### config.mk
export PLATFORM = sky130hd
export DESIGN_NAME = noc_local_ni
export DESIGN_NICKNAME = d
export VERILOG_FILES = /design/src/rtl/noc_pkg.sv /design/src/rtl/noc_ni_rx_fifo.sv /design/src/rtl/noc_local_ni.sv
export SDC_FILE = /design/constraint.sdc
export NUM_CORES = 1
export LEC_CHECK = 0
export CAP_MARGIN = 10
export CELL_PAD_IN_SITES_DETAIL_PLACEMENT = 2
export CELL_PAD_IN_SITES_GLOBAL_PLACEMENT = 2
export CORE_MARGIN = 2
export CORE_UTILIZATION = 37
export CTS_CLUSTER_DIAMETER = 40
export DETAILED_ROUTE_END_ITERATION = 8
export PLACE_DENSITY = 0.84
export SYNTH_ARGS = -nofsm -noshare
export SYNTH_HDL_FRONTEND = slang
export SYNTH_SLANG_ARGS = --single-unit
### constraint.sdc
create_clock -name clk -period 3 [get_ports clk]
set_input_delay 0.6 -clock clk [delete_from_list [all_inputs] [get_ports clk]]
set_output_delay 0.6 -clock clk [all_outputs]
set_load 0.02 [all_outputs]
### src/rtl/noc_pkg.sv
// Shared flit format and widths for the local network interface.
package noc_pkg;

  localparam int FLIT_W  = 16;
  localparam int COORD_W = 4;

  typedef struct packed {
    logic [7:0]         payload;
    logic [COORD_W-1:0] dest_x;
    logic [COORD_W-1:0] dest_y;
  } flit_t;

endpackage

### src/rtl/noc_ni_rx_fifo.sv
// Receive buffer for flits arriving from the router's local output port.
module noc_ni_rx_fifo
  import noc_pkg::*;
#(
  parameter int DEPTH = 4
) (
  input  logic  clk,
  input  logic  rst,
  input  logic  push,
  input  flit_t push_data,
  input  logic  pop,
  output logic  full,
  output logic  empty,
  output flit_t head,
  output logic  overflow
);

  localparam int PTR_W = $clog2(DEPTH);

  flit_t            mem [DEPTH];
  logic [PTR_W-1:0] wr_ptr;
  logic [PTR_W-1:0] rd_ptr;
  logic [PTR_W:0]   count;
  logic             do_push;
  logic             do_pop;

  assign empty = (count == '0);
  assign full  = (count == (PTR_W + 1)'(DEPTH));

  // A pop frees a slot in the same cycle, so a push into a full buffer is accepted when paired with a pop.
  assign do_pop   = pop & ~empty;
  assign do_push  = push & (~full | do_pop);
  assign overflow = push & full & ~do_pop;
  assign head     = mem[rd_ptr];

  always_ff @(posedge clk or negedge rst) begin
    if (!rst) begin
      wr_ptr <= '0;
      rd_ptr <= '0;
      count  <= '0;
    end else begin
      if (do_push) wr_ptr <= wr_ptr + 1'b1;
      if (do_pop)  rd_ptr <= rd_ptr + 1'b1;
      case ({do_push, do_pop})
        2'b10:   count <= count + 1'b1;
        2'b01:   count <= count - 1'b1;
        default: ;
      endcase
    end
  end

  always_ff @(posedge clk) begin
    if (do_push) mem[wr_ptr] <= push_data;
  end

endmodule

### src/rtl/noc_local_ni.sv
// Local network interface: credit-based TX into the router's local input port,
// buffered RX returning one credit for every flit the core consumes.
module noc_local_ni
  import noc_pkg::*;
#(
  parameter logic [COORD_W-1:0] XCOORD   = 4'd0,
  parameter logic [COORD_W-1:0] YCOORD   = 4'd0,
  parameter int                 CREDITS  = 4,
  parameter int                 RX_DEPTH = 4
) (
  input  logic                         clk,
  input  logic                         rst,
  input  logic                         tx_valid_i,
  input  logic [COORD_W-1:0]           tx_dest_x_i,
  input  logic [COORD_W-1:0]           tx_dest_y_i,
  input  logic [7:0]                   tx_payload_i,
  output logic                         tx_ready_o,
  output logic [FLIT_W-1:0]            net_data_o,
  output logic                         net_enable_o,
  input  logic                         net_credit_i,
  input  logic [FLIT_W-1:0]            net_data_i,
  input  logic                         net_enable_i,
  output logic                         net_credit_o,
  output logic                         rx_valid_o,
  output logic [7:0]                   rx_payload_o,
  output logic                         rx_misroute_o,
  input  logic                         rx_ready_i,
  output logic [$clog2(CREDITS+1)-1:0] tx_credits_o,
  output logic [1:0]                   err_o
);

  localparam int CNT_W = $clog2(CREDITS + 1);

  logic [CNT_W-1:0] credits;
  logic             tx_fire;
  logic             rx_pop;
  logic             rx_full;
  logic             rx_empty;
  logic             rx_overflow;
  flit_t            rx_in;
  flit_t            rx_head;
  flit_t            tx_flit;

  assign tx_credits_o = credits;
  assign tx_ready_o   = (credits != '0);
  assign tx_fire      = tx_valid_i & tx_ready_o;

  assign tx_flit.payload = tx_payload_i;
  assign tx_flit.dest_x  = tx_dest_x_i;
  assign tx_flit.dest_y  = tx_dest_y_i;

  assign rx_in         = net_data_i;
  assign rx_valid_o    = ~rx_empty;
  assign rx_pop        = rx_valid_o & rx_ready_i;
  assign rx_payload_o  = rx_valid_o ? rx_head.payload : 8'h00;
  assign rx_misroute_o = rx_valid_o &
                         ((rx_head.dest_x != XCOORD) | (rx_head.dest_y != YCOORD));

  noc_ni_rx_fifo #(
    .DEPTH(RX_DEPTH)
  ) u_rx_fifo (
    .clk      (clk),
    .rst      (rst),
    .push     (net_enable_i),
    .push_data(rx_in),
    .pop      (rx_pop),
    .full     (rx_full),
    .empty    (rx_empty),
    .head     (rx_head),
    .overflow (rx_overflow)
  );

  // A send and a returned credit in the same cycle cancel; a credit beyond CREDITS is a router fault.
  always_ff @(posedge clk or negedge rst) begin
    if (!rst) begin
      credits      <= CNT_W'(CREDITS);
      net_enable_o <= 1'b0;
      net_data_o   <= '0;
      net_credit_o <= 1'b0;
      err_o        <= 2'b00;
    end else begin
      net_enable_o <= tx_fire;
      net_credit_o <= rx_pop;
      if (tx_fire) net_data_o <= tx_flit;
      case ({tx_fire, net_credit_i})
        2'b10: credits <= credits - 1'b1;
        2'b01: begin
          if (credits == CNT_W'(CREDITS)) err_o[0] <= 1'b1;
          else                            credits  <= credits + 1'b1;
        end
        default: ;
      endcase
      if (rx_overflow) err_o[1] <= 1'b1;
    end
  end

endmodule

Yosys cells after proc, flatten, opt, wreduce, memory -nomap -nowiden:

Memories as Yosys holds them, arrays and structs flattened.
Cells that the tools add are included.

* reductions and logical operators: 8
* equality and inequality tests: 7
* bitwise logic cells: 12
* add/sub/neg operators: 6
* multiplexer cells: 6

Operators by type and width (count)
* 3-bit case mux with 2 select lines: 2
* 8-bit two-way mux: 1
* 4-bit nonzero test: 2
* 1-bit AND: 7
* 3-bit by 1-bit adder with 3-bit output (second input constant): 2
* 3-bit equality test (second input constant): 2
* 3-bit by 1-bit subtractor with 3-bit output (second input constant): 2
* 2-bit by 1-bit adder with 2-bit output (second input constant): 2
* 2-bit by 1-bit equality test with 1-bit output (second input constant): 2
* 2-bit equality test (second input constant): 2
* 2-bit AND reduction: 2
* 2-bit nonzero test: 2
* 3-bit zero test: 1
* 3-bit two-way mux: 1
* 1-bit inverter: 3
* 3-bit nonzero test: 1
* 1-bit two-way mux: 2
* 2-bit != test (second input constant): 1
* 1-bit bitwise OR: 2

* memories kept: 1
* memory bits (writable): 64
* word-level logic and storage cells: 49
* register bits: 30
* output and inout bits: 34

Memory list
* u_rx_fifo.mem: depth 4, bits a word 16, rd ports 1, clocked after Yosys merged registers in 0, write ports 1, line noc_ni_rx_fifo.sv:20 `flit_t mem [DEPTH];`

Logic depth before layout (Yosys ltp):

* word-level depth: 8
* depth in mapped cells: 10
* depth with buffers taken out: 9

Modules after synthesis:

A second synthesis with hierarchy kept.

* cell total of the unflattened synthesis: 225
* area, all modules: 3958.8 um^2

By module, submodules not included
* noc_ni_rx_fifo: area an instance 2825.2 um^2, cells each 135, times used 1, seq. area each 2097.0 um^2
* noc_local_ni: area an instance 1133.6 um^2, cells each 90, times used 1, seq. area each 576.8 um^2

Worst setup path after synthesis:

No wires, ideal clock.

* path type: register -> output
* start: register u_rx_fifo.rd_ptr[0]
* end: output port rx_misroute_o
* buffers on the path: 2
* stages on the path, launching flop included: 6
* data arrival time: 1.874 ns
* slack: 0.526 ns
* required time: 2.400 ns
* cells stage by stage: dfrtp_1 -> buf_6 -> buf_6 -> nand3b_1 -> a21oi_1 -> a2111oi_0

* word-level cells in the longest chain between the ends: 4
* elaborated cells between the ends (all ways): 5

RTL lines
* from (decl): line noc_ni_rx_fifo.sv:22 `logic [PTR_W-1:0] rd_ptr;`
* from (signal assigned): line noc_ni_rx_fifo.sv:43 `if (do_pop) rd_ptr <= rd_ptr + 1'b1;`
* memory read 4 x 16 bit *
* 4-bit nonzero test: line noc_local_ni.sv:57 `((rx_head.dest_x != XCOORD) | (rx_head.dest_y != YCOORD));`
* 1-bit bitwise OR *: line noc_local_ni.sv:57
* 1-bit AND *: line noc_local_ni.sv:56 `assign rx_misroute_o = rx_valid_o &`
* to (decl): line noc_local_ni.sv:26 `output logic rx_misroute_o,`

Every way passes the cells marked *; elsewhere a longest branch is shown, timed or not.

Worst setup path after layout:

* start: register u_rx_fifo.rd_ptr[0]
* end: output port rx_payload_o[4]

* word-level cells in the longest chain between the ends: 2

RTL lines
* memory read 4 x 16 bit
* 8-bit two-way mux: line noc_local_ni.sv:55 `assign rx_payload_o = rx_valid_o ? rx_head.payload : 8'h00;`
* to (decl): line noc_local_ni.sv:25 `output logic [7:0] rx_payload_o,`

Every way passes these cells.

==> results.toml <==
[min_path]
min_to = "err_o[0]"
holdCritStartpoint = "err_o[0]"
hp-class = "flop to flop"
min_path_cells = 1

[synthesis]
synthFlopType = "edfxtp_1"
seq_area_frac_synth_pct = 72.2
synth.avg_cell_area_um2 = 18.0
syn-cell-area_mm2 = 0.00370
syn_inst = 206
syn_nets = 251
synth_simple_gate_area_share_pct = 7.27
synth_mux_area_share_pct = 10.8
synth_seq_cells = 94
ys.warnings.count = 0
synth_xor_area_share_pct = 1.89
synth_fa_ha_area_share_pct = 2.77
synth_top_area_share_pct = 51.9
synthArstFlopShare_pct = 31.9
synth-compound-area-share_pct = 2.54
synth_top_family_by_area = "multiplexers"
synth.area.top_cells = "edfxtp_1 (52%), dfrtp_1 (20%), mux4_2 (4.9%)"
yosysUniqueCellTypes = 38
synth_edf_count = 64
synth_top_area_cell = "edfxtp_1"

[placement]
io_buffers = 71
gp_congestion = 0.741
hpwl_mm = 6.38

[global_route]
grt_pass1_wl_mm = 14.3
grt_max_degree = 31
grt-ovfl-total = 0
grtUsageTotal_pct = 17.9
grt_antenna_before_repair = 0
grt_pass1_vias = 2341

[die]
die_h_um = 104
core_mm2 = 0.00973
core.rowCount = 36
start_util_pct = 38.0
die_w_um = 104
ios = 72
dieArea_mm2 = 0.0108

[clock_network]
cts_tree = "done"
cts_num_sinks = 94
cts_post_setup_buffers_inserted = 0
clock-root-buffer = "clkbuf_8"
htree_levels = 3
cts.clk_slew.worst_paths_ps = 90
cts_buffer_depth = 2
cts-resized-gates = 2
clk_latency_ps = 370
cts_made_buffers = 9
cts_hold_buf = 0

[timing]
fin_crit_ps = 2870
clock-skew-final_ps = 14.2
finalHoldViolCount = 0
max_freq_ghz = 0.349
period_share_pct = 95.6
rsz0062_at_grt = "no"
finalMaxSlewViolations = 0
setup_viol = 0
relSlewSlack_pct = 42.0
worstMarginPinSlew_ps = 870
timing.setup.tns_ps = 0

[critical_path]
reg2reg_slack_ps = 690
reg2reg_from = "u_rx_fifo.count[2]"
crit_path_start_kind = "flop"
reg2reg_depth = 9
arrival_ps = 2270
cp_max_fo = 8
crit_start = "u_rx_fifo.rd_ptr[0]"
r2r_end = "u_rx_fifo.count[2]"
crit_path_end_kind = "output pin"
crit_type = "flop to output pin"
required_ps = 2400

[route]
antenna_left = 0
avgViaCountPerCell = 4.76
drt_iter0_markers = 61
wl_per_cell_um = 21.3
drc_errors = 0
vias = 2019
wl_mm = 9.04
dr.pass1.iters = 4

[power_and_ir_drop]
switchingPower_w = 0.00157
swShare_pct = 34.2
power_w = 0.00459
pwr-share-comb_pct = 38.3
p_clk_share_pct = 18.6
p_leak_nw = 1.71
max-vdd-ir-drop_mv = 0.329
p_per_area_mw_per_mm2 = 964
intPower_w = 0.00302
power_frac_seq_pct = 43.1

[cells_and_area]
syn_to_final_growth_pct = 28.5
diodes = 0
fill_cells = 916
multi_input_area_um2 = 937
mostFrequentLayoutCells = "clkdlybuf4s50_1 (71), edfxtp_1 (64), dfrtp_1 (28), and2_1 (13), clkbuf_8 (9)"
final_layout_size_suffix_gt1_share_pct = 16.8
nets = 331
final_common_cell = "clkdlybuf4s50_1"
regArea_mm2 = 0.00268

[flow_run]
maxCapViolCount = 0

[outcome]
status = "finished, final reports clean"
[worst max path at each step]
stage                     slack (ps)  cells past startpoint                 end
after floorplan                  530                      5       rx_misroute_o
after global placement           370                     10  u_rx_fifo.count[2]
after detailed placement         100                     10  u_rx_fifo.count[2]
after CTS                          8                      4     rx_payload_o[4]
after global routing              40                      4     rx_payload_o[4]
final                            130                      4     rx_payload_o[4]
[area by class of cell]
cell class	instances	area share, %
clock buffer	10	2.68
clock inverter	6	1.42
inverter	8	0.631
multi-input combinational	97	19.7
sequential	94	56.2
tap	133	3.50
timing repair buffer	76	15.8
[cell usage after synthesis, drive strengths merged (4+ instances only)]
master   n
nand2    5
nor2     5
buf      6
xor2     4
ha       5
o21ai    4
mux2    16
and2    13
edfxtp  64
dfrtp   29
xnor2    4
inv      8
mux4     8
nor4     5
[metrics by stage]
stage	setup slack [ps]	area (um^2)	hold WS, ps	std cells	utilization [%]
2_1_floorplan	526	3700	304	206	-
3_3_place_gp	369	4550	446	408	46.8
3_5_place_dp	95.4	4550	482	408	46.8
4_1_cts	7.50	4750	508	424	48.9
5_1_grt	41.1	4760	517	424	48.9
6_report	132	4760	500	424	48.9
[logic make-up after synthesis]
| kind of cell | after synthesis |
|---|---|
| muxes | 25 |
| AOI/OAI and AO/OA | 14 |
| and+or+nand+nor | 43 |
| buffers and inverters | 15 |
| adders and majority gates | 7 |
| DFF | 94 |
| xor gates and xnor gates | 8 |
[layer usage]
| layer | part of all wire [%] | global-route usage, % | wire, um |
|---|---|---|---|
| met5 | 0 | 0 | 0 |
| met4 | 1.2 | 5.50 | 105 |
| met3 | 2.7 | 4.01 | 246 |
| met2 | 53 | 30.9 | 4760 |
| met1 | 43 | 22.6 | 3930 |
[sequential cells by signal (all words and copies together), names as in the netlist]
register / count
err_o: 2
net_credit_o: 1
u_rx_fifo.rd_ptr: 2
u_rx_fifo.count: 3
tx_credits_o: 3
u_rx_fifo.mem: 64
net_enable_o: 1
net_data_o: 16
u_rx_fifo.wr_ptr: 2
[critical path, cell delays in order (launching register included)]
cell,delay (ps)
dfrtp_2,450
buf_6,190
mux4_2,530
and2_1,190
clkdlybuf4s50_1,540
[power by group through the flow]
| stage | clock network (W) | registers (W) | logic (W) |
|---|---|---|---|
| 4_1_cts | 0.000868 | 0.00198 | 0.00181 |
| 3_5_place_dp | 0 | 0.00200 | 0.00178 |
| 2_1_floorplan | 0 | 0.00207 | 0.000916 |
| 5_1_grt | 0.000913 | 0.00202 | 0.00190 |
| 3_3_place_gp | 0 | 0.00196 | 0.00168 |
| 6_report | 0.000852 | 0.00198 | 0.00176 |
(Power assumes the default switching activity.)
